$ cat src/rtl/riscv_lsu.sv
// riscv_lsu -- load/store unit for the MEM stage.
//
// Turns a MEM-stage load/store into a multi-cycle req/ack data-memory access
// with byte enables, extracts and extends load data from its byte lane, and
// aborts an access that sees no acknowledge within TIMEOUT cycles. stall_o
// holds the pipeline while an access is outstanding.
//
// Parameters
//   DW       datapath width, 32 or 64 (NB = DW/8 byte lanes)
//   TIMEOUT  BUSY cycles without dmem_ack_i before abort; 0 = never
//
// Build option
//   RISCV_LSU_MISALIGN_TRAP_EN  defined: misaligned accesses complete at once
//     with misalign_o=1 and no memory access. Undefined: the low address bits
//     below the access size are dropped and misalign_o is always 0.
//
// Ports
//   clk_i, rst_i                  clock, synchronous active-high reset
//   req_valid_i/we/funct3/addr/wdata  request from the MEM stage
//   stall_o                       hold PC and IF/ID..EX/MEM
//   rsp_valid_o/rdata/err/misalign    one-cycle completion response
//   dmem_addr/wdata/be/rd_en/wr_en    data-memory request (held until ack)
//   dmem_ack_i, dmem_rdata_i      data-memory completion and read data
module riscv_lsu #(
   parameter int DW      = 32,
   parameter int TIMEOUT = 16
) (
   input  logic            clk_i,
   input  logic            rst_i,
   input  logic            req_valid_i,
   input  logic            req_we_i,
   input  logic [2:0]      req_funct3_i,
   input  logic [DW-1:0]   req_addr_i,
   input  logic [DW-1:0]   req_wdata_i,
   output logic            stall_o,
   output logic            rsp_valid_o,
   output logic [DW-1:0]   rsp_rdata_o,
   output logic            err_o,
   output logic            misalign_o,
   output logic [DW-1:0]   dmem_addr_o,
   output logic [DW-1:0]   dmem_wdata_o,
   output logic [DW/8-1:0] dmem_be_o,
   output logic            dmem_rd_en_o,
   output logic            dmem_wr_en_o,
   input  logic            dmem_ack_i,
   input  logic [DW-1:0]   dmem_rdata_i
);

   localparam int NB = DW / 8;
   localparam int OB = $clog2(NB);
   localparam int LW = $clog2(DW);
   localparam int CW = (TIMEOUT > 0) ? $clog2(TIMEOUT + 1) : 1;

   typedef enum logic [1:0] {S_IDLE, S_BUSY, S_DONE} state_t;

   state_t          r_state, w_state_nxt;
   logic            r_we, r_uns, r_err, r_mis, r_rd_en, r_wr_en;
   logic [1:0]      r_size;
   logic [OB-1:0]   r_off;
   logic [CW-1:0]   r_cnt;
   logic [DW-1:0]   r_rdata, r_addr, r_wdata;
   logic [NB-1:0]   r_be;

   logic            w_legal, w_mis, w_trap, w_sign, w_timeout;
   logic [OB-1:0]   w_off, w_amask, w_off_eff;
   logic [NB-1:0]   w_be_base, w_be;
   logic [DW-1:0]   w_wdata, w_shifted, w_ext;
   logic [31:0]     w_msb;

   // Request decode: size, legality, alignment, lane placement.
   always_comb begin
      w_off = req_addr_i[OB-1:0];
      case (req_funct3_i[1:0])
         2'd0:    begin w_amask = '0;      w_be_base = NB'(1);   end
         2'd1:    begin w_amask = OB'(1);  w_be_base = NB'(3);   end
         2'd2:    begin w_amask = OB'(3);  w_be_base = NB'(15);  end
         default: begin w_amask = OB'(7);  w_be_base = NB'(255); end
      endcase
      case (req_funct3_i)
         3'b000, 3'b001, 3'b010, 3'b100, 3'b101: w_legal = 1'b1;
         3'b011, 3'b110:                          w_legal = (DW == 64);
         default:                                 w_legal = 1'b0;
      endcase
      w_mis = |(w_off & w_amask);
`ifdef RISCV_LSU_MISALIGN_TRAP_EN
      w_trap = w_mis;
`else
      w_trap = 1'b0;
`endif
      // Aligned accesses are unaffected; untrapped misaligned ones drop the low bits.
      w_off_eff = w_off & ~w_amask;
      w_be      = w_be_base << w_off_eff;
      // Lane i takes source byte (i mod size), replicating the datum in every lane.
      for (int unsigned i = 0; i < NB; i++) begin
         w_wdata[i*8 +: 8] = req_wdata_i[{(OB'(i) & w_amask), 3'b000} +: 8];
      end
   end

   // Load extraction: shift the lane down, keep size bits, extend from the top kept bit.
   always_comb begin
      w_shifted = dmem_rdata_i >> {r_off, 3'b000};
      case (r_size)
         2'd0:    w_msb = 32'd7;
         2'd1:    w_msb = 32'd15;
         2'd2:    w_msb = 32'd31;
         default: w_msb = 32'(DW - 1);
      endcase
      w_sign = ~r_uns & w_shifted[w_msb[LW-1:0]];
      for (int unsigned i = 0; i < DW; i++) begin
         w_ext[i] = (i <= w_msb) ? w_shifted[i] : w_sign;
      end
   end

   // r_cnt holds completed BUSY cycles, so the abort happens in the TIMEOUT-th one.
   assign w_timeout = (TIMEOUT != 0) && (r_cnt == CW'(TIMEOUT - 1));

   always_ff @(posedge clk_i) begin
      if (rst_i) r_state <= S_IDLE;
      else       r_state <= w_state_nxt;
   end

   always_comb begin
      w_state_nxt = r_state;
      stall_o     = 1'b0;
      rsp_valid_o = 1'b0;
      rsp_rdata_o = '0;
      err_o       = 1'b0;
      misalign_o  = 1'b0;
      case (r_state)
         S_IDLE: begin
            stall_o = req_valid_i;
            if (req_valid_i) w_state_nxt = (!w_legal || w_trap) ? S_DONE : S_BUSY;
         end
         S_BUSY: begin
            stall_o = 1'b1;
            if (dmem_ack_i || w_timeout) w_state_nxt = S_DONE;
         end
         S_DONE: begin
            rsp_valid_o = 1'b1;
            rsp_rdata_o = r_rdata;
            err_o       = r_err;
            misalign_o  = r_mis;
            w_state_nxt = S_IDLE;
         end
         default: w_state_nxt = S_IDLE;
      endcase
   end

   always_ff @(posedge clk_i) begin
      if (rst_i) begin
         r_we    <= 1'b0;
         r_uns   <= 1'b0;
         r_size  <= '0;
         r_off   <= '0;
         r_cnt   <= '0;
         r_rdata <= '0;
         r_err   <= 1'b0;
         r_mis   <= 1'b0;
         r_rd_en <= 1'b0;
         r_wr_en <= 1'b0;
         r_addr  <= '0;
         r_wdata <= '0;
         r_be    <= '0;
      end else begin
         case (r_state)
            S_IDLE: begin
               if (req_valid_i) begin
                  r_we    <= req_we_i;
                  r_uns   <= req_funct3_i[2];
                  r_size  <= req_funct3_i[1:0];
                  r_off   <= w_off_eff;
                  r_cnt   <= '0;
                  r_rdata <= '0;
                  r_err   <= ~w_legal;
                  r_mis   <= w_legal & w_trap;
                  if (w_legal && !w_trap) begin
                     r_rd_en <= ~req_we_i;
                     r_wr_en <= req_we_i;
                     r_addr  <= {req_addr_i[DW-1:OB], {OB{1'b0}}};
                     r_wdata <= w_wdata;
                     r_be    <= w_be;
                  end
               end
            end
            S_BUSY: begin
               r_cnt <= r_cnt + 1'b1;
               if (dmem_ack_i) begin
                  r_rd_en <= 1'b0;
                  r_wr_en <= 1'b0;
                  r_rdata <= r_we ? '0 : w_ext;
               end else if (w_timeout) begin
                  r_rd_en <= 1'b0;
                  r_wr_en <= 1'b0;
                  r_err   <= 1'b1;
               end
            end
            default: ;
         endcase
      end
   end

   assign dmem_addr_o  = r_addr;
   assign dmem_wdata_o = r_wdata;
   assign dmem_be_o    = r_be;
   assign dmem_rd_en_o = r_rd_en;
   assign dmem_wr_en_o = r_wr_en;

endmodule
$ cat config.mk
export PLATFORM = sky130hd
export DESIGN_NAME = riscv_lsu
export DESIGN_NICKNAME = d
export VERILOG_FILES = /design/src/rtl/riscv_lsu.sv
export SDC_FILE = /design/constraint.sdc
export NUM_CORES = 1
export LEC_CHECK = 0
export ABC_AREA = 0
export CELL_PAD_IN_SITES_DETAIL_PLACEMENT = 0
export CELL_PAD_IN_SITES_GLOBAL_PLACEMENT = 1
export CORE_MARGIN = 2
export CORE_UTILIZATION = 31
export DETAILED_ROUTE_END_ITERATION = 6
export PLACE_DENSITY_LB_ADDON = 0.1
export SYNTH_ARGS = -nofsm -noshare
export SYNTH_HDL_FRONTEND = slang
export SYNTH_SLANG_ARGS = --single-unit
$ cat constraint.sdc
create_clock -name clk_i -period 2.1 [get_ports clk_i]
set_input_delay 0.315 -clock clk_i [delete_from_list [all_inputs] [get_ports clk_i]]
set_output_delay 0.315 -clock clk_i [all_outputs]
set_load 0.05 [all_outputs]
# Word level (Yosys, flattened, before mapping)
# Index checks and enable logic that the tools add are counted.
[op_classes] bitwise=6 shift=5 order_cmp=33 add_sub_neg=1 muxes=64 eq_ne=16 n_reduce_logical=14
[op_table] cell="5-bit by 32-bit less-or-equal comparator with 1-bit output, first input constant" n=16
[op_table] cell="4-bit by 32-bit less-or-equal comparator with 1-bit output, first input constant" n=8
[op_table] cell="3-bit by 32-bit less-or-equal comparator with 1-bit output, first input constant" n=4
[op_table] cell="32-bit two-way mux" n=4
[op_table] cell="1-bit by 32-bit less-or-equal comparator with 1-bit output, first input constant" n=2
[op_table] cell="2-bit by 32-bit less-or-equal comparator with 1-bit output, first input constant" n=2
[op_table] cell="32-bit case mux with 2 select lines" n=1
[op_table] cell="32-bit by 6-bit indexed part select with 8-bit output" n=2
[op_table] cell="1-bit two-way mux" n=45
[op_table] cell="32-bit by 5-bit indexed part select with 8-bit output" n=1
[op_table] cell="32-bit by 5-bit >> shifter with 32-bit output" n=1
[op_table] cell="5-bit case mux with 2 select lines" n=2
[op_table] cell="2-bit != test, second input constant" n=6
[op_table] cell="1-bit case mux with 2 select lines" n=4
[op_table] cell="2-bit case mux with 2 select lines" n=2
[op_table] cell="4-bit case mux with 2 select lines" n=1
[op_table] cell="4-bit AND reduction" n=2
[op_table] cell="2-bit by 1-bit == test with 1-bit output, second input constant" n=3
[op_table] cell="3-bit == test, second input constant" n=2
[op_table] cell="2-bit zero test" n=3
[op_table] cell="5-bit by 6-bit < comparator with 1-bit output, second input constant" n=1
[op_table] cell="2-bit two-way mux" n=3
[op_table] cell="2-bit AND reduction" n=3
[op_table] cell="3-bit AND reduction" n=2
[op_table] cell="other kinds (17)" n=19
[word_totals] out_inout_bits=106 register_bits=114 input_bits=104 wordCells=152

# Depth between registers and ports, before layout
[depth] ltp_word=9 mapped_depth=7 ltp_nobuf=7

# Worst setup path before layout
# No wires, ideal clock.
[synth_path] path_type="register -> output" from="reg r_state[0]" to="out rsp_rdata_o[22]" required_time_ns=1.785 path_buffers=2 arrival_time_ns=1.890 slack_ns=-0.105 stages_incl_launch_ff=5 path_cell_list="dfxtp_1 clkbuf_1 nor2b_1 clkbuf_1 and2_1"
[synth_between] elab_chain_cells=2
[synth_lines] item="start: declaration" line_no="56" text="state_t r_state, w_state_nxt;"
[synth_lines] item="start signal: assignment" line_no="119" text="else r_state <= w_state_nxt;"
[synth_lines] item="2-bit == test" line_no="129" text="case (r_state)"
[synth_lines] item="32-bit two-way mux" line_no="129"
[synth_lines] item="end: declaration" line_no="37" text="output logic [DW-1:0] rsp_rdata_o,"
# No other way between the ends.

# Worst setup path in the final report
[layout_path] from="reg r_state[1]" to="out rsp_rdata_o[23]"
# Same word-level chain as after synthesis.

==> key figures <==
STA
  • Fin Clk Skew: 0.00613 ns
  • Fin worst setup slack: 0.139 ns
  • Final Hold Fails: 0
  • Final clock period utilization by the worst path: 93.4%
  • Tmin final: 1.96 ns
  • Actual slew at the worst max-slew pin: 0.801 ns
  • # setup viols final: 0
  • Unrepaired setup endpoints after global routing: false
  • Fmax: 510 MHz
  • Final slew viol count: 0
  • Slew headroom: 46.5%

Synthesis
  • Most frequent cell after synthesis: dfxtp_1
  • Post-Syn Area: 5290 sq um
  • Seq cells post-synth: 114
  • Post-synth top area share: 43.2%
  • Post-synth EDFFs: 0
  • Synthesized area per cell: 8.74 sq um
  • Synth cell types: 41
  • Top_reg_cell synth: dfxtp_1
  • Syn. warnings: 0
  • Largest cells by area after synthesis: dfxtp_1, mux2i_1, nand2_1
  • Instance count of the mapped netlist: 605
  • Most frequent cells after synthesis: dfxtp_1, nand2_1, a21oi_1
  • Ys async rst share: 0%
  • Post-synth top area cell: dfxtp_1
  • Sequential area share after synthesis: 43.2%

Clocking
  • Max clock buf depth: 2
  • Inserted Clock Buffers: 17
  • H-tree levels: 4
  • Clock-pin slew of the registers on the worst-case setup and hold paths: 0.05 ns
  • Worst skew pair latency: 0.41 ns
  • Clock Sinks: 114
  • Hold_buf cts: 0
  • CTS tree: built
  • CTS Root Cell: clkbuf_16

Cells and area
  • Final net count: 918
  • Final instance area: 8700 sq um
  • Area delta synth->final: 64.5%
  • Layout fillers: 1532
  • Fraction of layout cells with a size suffix above 1: 15.4%

Route
  • TritonRoute pass-1 iters: 4
  • Antenna-violating nets left: 0
  • Initial DRC Count: 177
  • Drt drc: 0
  • Vias per cell: 4.85
  • Wire per inst: 15.9 um
  • Via count: 5071
  • WL final: 16600 um

Setup path
  • Critical Path AT: 1.65 ns
  • Crit path kind: reg -> out
  • Crit Reg-Reg Startpoint: r_cnt[0]
  • Crit path max fanout: 33
  • Critical R2R Capture: dmem_rd_en_o
  • R2R depth: 7
  • Crit. End Element: output port
  • Crit path required time: 1.78 ns
  • CP Launch Type: flip-flop
  • R2R Setup Slk: 0.16 ns

Hold path
  • Hold path endpoint: r_rdata[15]
  • Hold Path Class: in -> reg
  • Hold path cells: 3
  • Hold_sp: rst_i

Global route
  • First-pass GRT wire length: 26100 um
  • Grt ovf: 0
  • Antenna violations before repair: 0
  • Largest net degree at the start of global routing: 105
  • GRT Overall Usage: 18.5%
  • Vias in the first global route: 5007

Power
  • Total power: 0.00677 W
  • P_leak: 3.26 nW
  • Worst vdd ir: 0.529 mV
  • Pwr dens: 778 nW/um^2

Floorplanning
  • Chip height: 135 um
  • CORE AREA: 16600 sq um
  • Row count: 47
  • Io pins: 210
  • Die width: 135 um
  • Initial Util: 31.8%
  • Die area: 18100 sq um

Placed design
  • Port bufs: 206
  • Detail Placement HPWL: 12200 um
  • Pre-CTS WS: -0.0610 ns
  • Gp weighted congestion: 0.788
  • Cell Area, Placed: 8060 sq um

Outcome
  • Outcome: finished clean

Flow run
  • Max_cap viols: 0
critical path, stage by stage, from the launching register on:
cell,delay [ns]
dfxtp_2,0.43
nor2b_2,0.24
buf_12,0.20
and2_1,0.22
buf_12,0.15
per-stage QoR:
step           util [%]  hold slack [ns]  TNS [ns]  instances
2_1_floorplan         -            0.424         0        607
3_3_place_gp       48.4            0.441   -0.0370       1013
3_5_place_dp       48.4            0.445    -0.122       1013
4_1_cts            52.2            0.393         0       1045
5_1_grt            52.2            0.424         0       1045
6_report           52.3            0.411         0       1046
timing repair:
item / in CTS / in global routing
setup buffers: 0 / 0
resized for setup: 1 / 1
endpoints found under the setup margin: 32 / 32
endpoints found under the hold margin: 0 / 0
cloned: 0 / 0
cell type report:
type	instances	area, sq um	area share (%)
clock inverter	11	158	1.81
inverter	6	22.5	0.259
sequential	114	2280	26.3
timing repair buffer	240	2750	31.7
multi-input combinational	433	2730	31.4
tap	220	275	3.17
antenna	1	2.50	0.0288
clock buffer	21	470	5.41
where the power goes:
part           switching [W]  internal (W)
clock network       0.000983       0.00206
logic               0.000783      0.000586
registers          0.0000655       0.00228
total                0.00183       0.00493
registers in the layout, summed over array words and instances (netlist names), 2 cells and up:
name          cells
r_state           2
dmem_addr_o      30
dmem_wdata_o     32
r_size            2
r_cnt             5
r_off             2
r_rdata          32
dmem_be_o         4
routing by layer:
| layer | GRT usage (%) | vias up | part of all wire, % |
|---|---|---|---|
| met5 | 0 | - | 0 |
| met4 | 7.02 | 0 | 1.9 |
| met3 | 5.26 | 26 | 6.0 |
| met2 | 30.0 | 149 | 49 |
| met1 | 23.4 | 2367 | 43 |
| li1 | - | 2529 | - |
worst max path at each step:
stage / from / end / slack, ns
2_1_floorplan: r_state[0] / rsp_rdata_o[22] / 0.16
3_3_place_gp: dmem_rdata_i[31] / r_rdata[23] / -0.02
3_5_place_dp: dmem_rdata_i[31] / r_rdata[23] / -0.06
4_1_cts: r_state[1] / rsp_rdata_o[31] / 0.02
5_1_grt: r_state[1] / rsp_rdata_o[25] / 0.003
6_report: r_state[1] / rsp_rdata_o[23] / 0.14
cells in the final DEF (no fill, tap or decap), drive strengths merged, types with 4 or more instances in the layout:
cell           count
o21bai            15
clkinv             6
clkbuf            21
nand2             96
dfxtp            114
a21oi             57
mux2              11
and2              34
a22o               7
a32oi             14
mux4               8
bufinv             4
clkdlybuf4s50    170
mux2i             37
inv                6
nand2b             7
a22oi             11
a211oi            11
buf               70
nor2              53
a311oi             9
o21ai             29
nor2b              8
kinds of logic (layout without fill, tap and decap cells):
family	Yosys count	in the layout	share of synthesized area (%)
other	1	4	0.0709
multiplexers	56	56	12.8
flip-flops	114	114	43.2
AO/OA/AOI/OAI	160	160	19.9
AND/OR/NAND/NOR	212	212	18.2
adder cells (fa/ha/maj)	2	2	0.473
buffers and inverters	60	278	5.37
Note: power is estimated with default switching activity, not from simulation.
==> edit (same flow settings) <==
Put a register stage on the output `err_o`, cleared by the reset. The value now appears one clock later. The other outputs are not delayed to match.
--- a/src/rtl/riscv_lsu.sv
+++ b/src/rtl/riscv_lsu.sv
@@ -55,2 +55,4 @@
 
+   logic err_d;
+
    state_t          r_state, w_state_nxt;
@@ -126,3 +128,3 @@
       rsp_rdata_o = '0;
-      err_o       = 1'b0;
+      err_d       = 1'b0;
       misalign_o  = 1'b0;
@@ -140,3 +142,3 @@
             rsp_rdata_o = r_rdata;
-            err_o       = r_err;
+            err_d       = r_err;
             misalign_o  = r_mis;
@@ -207,2 +209,10 @@
 
+   always_ff @(posedge clk_i) begin
+      if (rst_i) begin
+         err_o <= '0;
+      end else begin
+         err_o <= err_d;
+      end
+   end
+
 endmodule
Check against the original RTL: not equivalent (a bounded check fails within 4 cycles, from zero or initial values and one cycle with rst_i high).
==> edit against the unedited design <==
Clock power is 6% lower; combinational power is 3% lower; power is 2.7% lower; count of clock-buffer cells in the layout is 6 higher; sequential cell count is 1 higher; critical path depth stayed put; routed wire length is 2.4% higher; critical endpoint unchanged; cell area is 1.9% lower; first-iteration DRC count is 39% higher; critical path type unchanged; synthesized area is 1.5% higher; setup slack better by 0.053 ns; synthesized cell count is 0.33% higher.
==> edit: results (changes against the unedited design) <==
outcome=completed (unchanged); global-route wire length before repair=26600 um (was 26100 um); Layout area overhead=58.9% (was 64.5%); n_diodes=0 (was 1); non-clk buf share=0.305 (was 0.317); vias after detailed routing=5065 (was 5071); synth cell count leaders=115 x dfxtp_1, 111 x nand2_1, 62 x a21oi_1 (was 114 x dfxtp_1, 96 x nand2_1, 57 x a21oi_1); Sw Pwr=1.83 mW (about the same); Arrival @ worst endpoint=1.59 ns (was 1.65 ns); Final Wtd Congestion=0.784 (was 0.788); Max stage delay on crit path=0.39 ns (was 0.43 ns); Synth area leaders=dfxtp_1 43%, nand2_1 7.8%, a21oi_1 5.8%, mux2i_1 5.8%, and2_1 3.7% (was dfxtp_1 43%, mux2i_1 7.0%, nand2_1 6.8%, a21oi_1 5.4%, and2_1 4.0%); DR pass1 iterations=5 (was 4); clock network contribution to total cell area=0.0684 (was 0.0722); largest net degree at the start of global routing=43 (was 105); placed cell area=0.00794 sq mm (was 0.00806 sq mm); Synth cell types=50 (was 41); Layout clock buffers=27 (was 21); Seq/total area=0.270 (was 0.263); Worst VDD drop=0.571 mV (was 0.529 mV); synthesized area=0.00537 sq mm (was 0.00529 sq mm); fin nets=908 (was 918); pre-CTS WS=-0.0537 ns (was -0.0610 ns); multi-input logic area=0.00273 sq mm (about the same); Total GRT Usage=0.188 (was 0.185); fraction of layout cells with a size suffix above 1=0.145 (was 0.154); Max-slew headroom=0.521 (was 0.465); Initial DRC Count=246 (was 177); post-synthesis register bit count=115 (was 114); Inverters=9 (was 6); Non-clock buffers=226 (was 240); fillcell total=1604 (was 1532)
edit: worst reg2reg max path, cell delays in order, from the launching register on:
cell	delay, ns
dfxtp_1	0.33
ha_1	0.21
and3_1	0.19
ha_1	0.22
or3b_1	0.41
o211ai_1	0.16
or3_1	0.15
a21oi_1	0.05
edit: final timing paths:
check	endpoint	from	cells past startpoint	slack (ns)
max	rsp_rdata_o[23]	r_state[0]	4	0.19
min	r_size[0]	rst_i	2	0.25
max reg2reg	dmem_rd_en_o	r_cnt[0]	7	0.24
min reg2reg	r_rdata[7]	r_rdata[7]	2	0.45
edit: timing repair:
action                                 4_1_cts  5_1_grt
endpoints found under the hold margin        0        0
gates resized for setup                      0        1
hold buffers                                 0        0
setup endpoints to repair                    0       10
edit: routing by layer:
metal	vias up	share of wire	global-route usage
met3	21	0.077	0.0662
met1	2374	0.42	0.229
met5	-	0	0
met2	160	0.49	0.305
met4	0	0.015	0.0694
li1	2510	-	-
edit: kinds of logic (layout without fill, tap and decap cells):
| logic type | after synthesis | after routing | share of synthesized area |
|---|---|---|---|
| DFF | 115 | 115 | 0.429 |
| muxes | 49 | 49 | 0.111 |
| other | 1 | 3 | 0.000699 |
| adders and majority gates | 2 | 2 | 0.00466 |
| buffers and inverters | 61 | 266 | 0.0653 |
| and+or+nand+nor | 209 | 209 | 0.181 |
| AOI/OAI and AO/OA | 170 | 170 | 0.208 |
edit: stage by stage:
| stage | hold slack (ns) | std cells | power, mW |
|---|---|---|---|
| 4_1_cts | 0.229 | 1039 | 6.65 |
| 3_5_place_dp | 0.444 | 1008 | 3.76 |
| 6_report | 0.245 | 1039 | 6.58 |
| 2_1_floorplan | 0.425 | 609 | 3.21 |
| 3_3_place_gp | 0.441 | 1008 | 3.75 |
| 5_1_grt | 0.247 | 1039 | 6.84 |
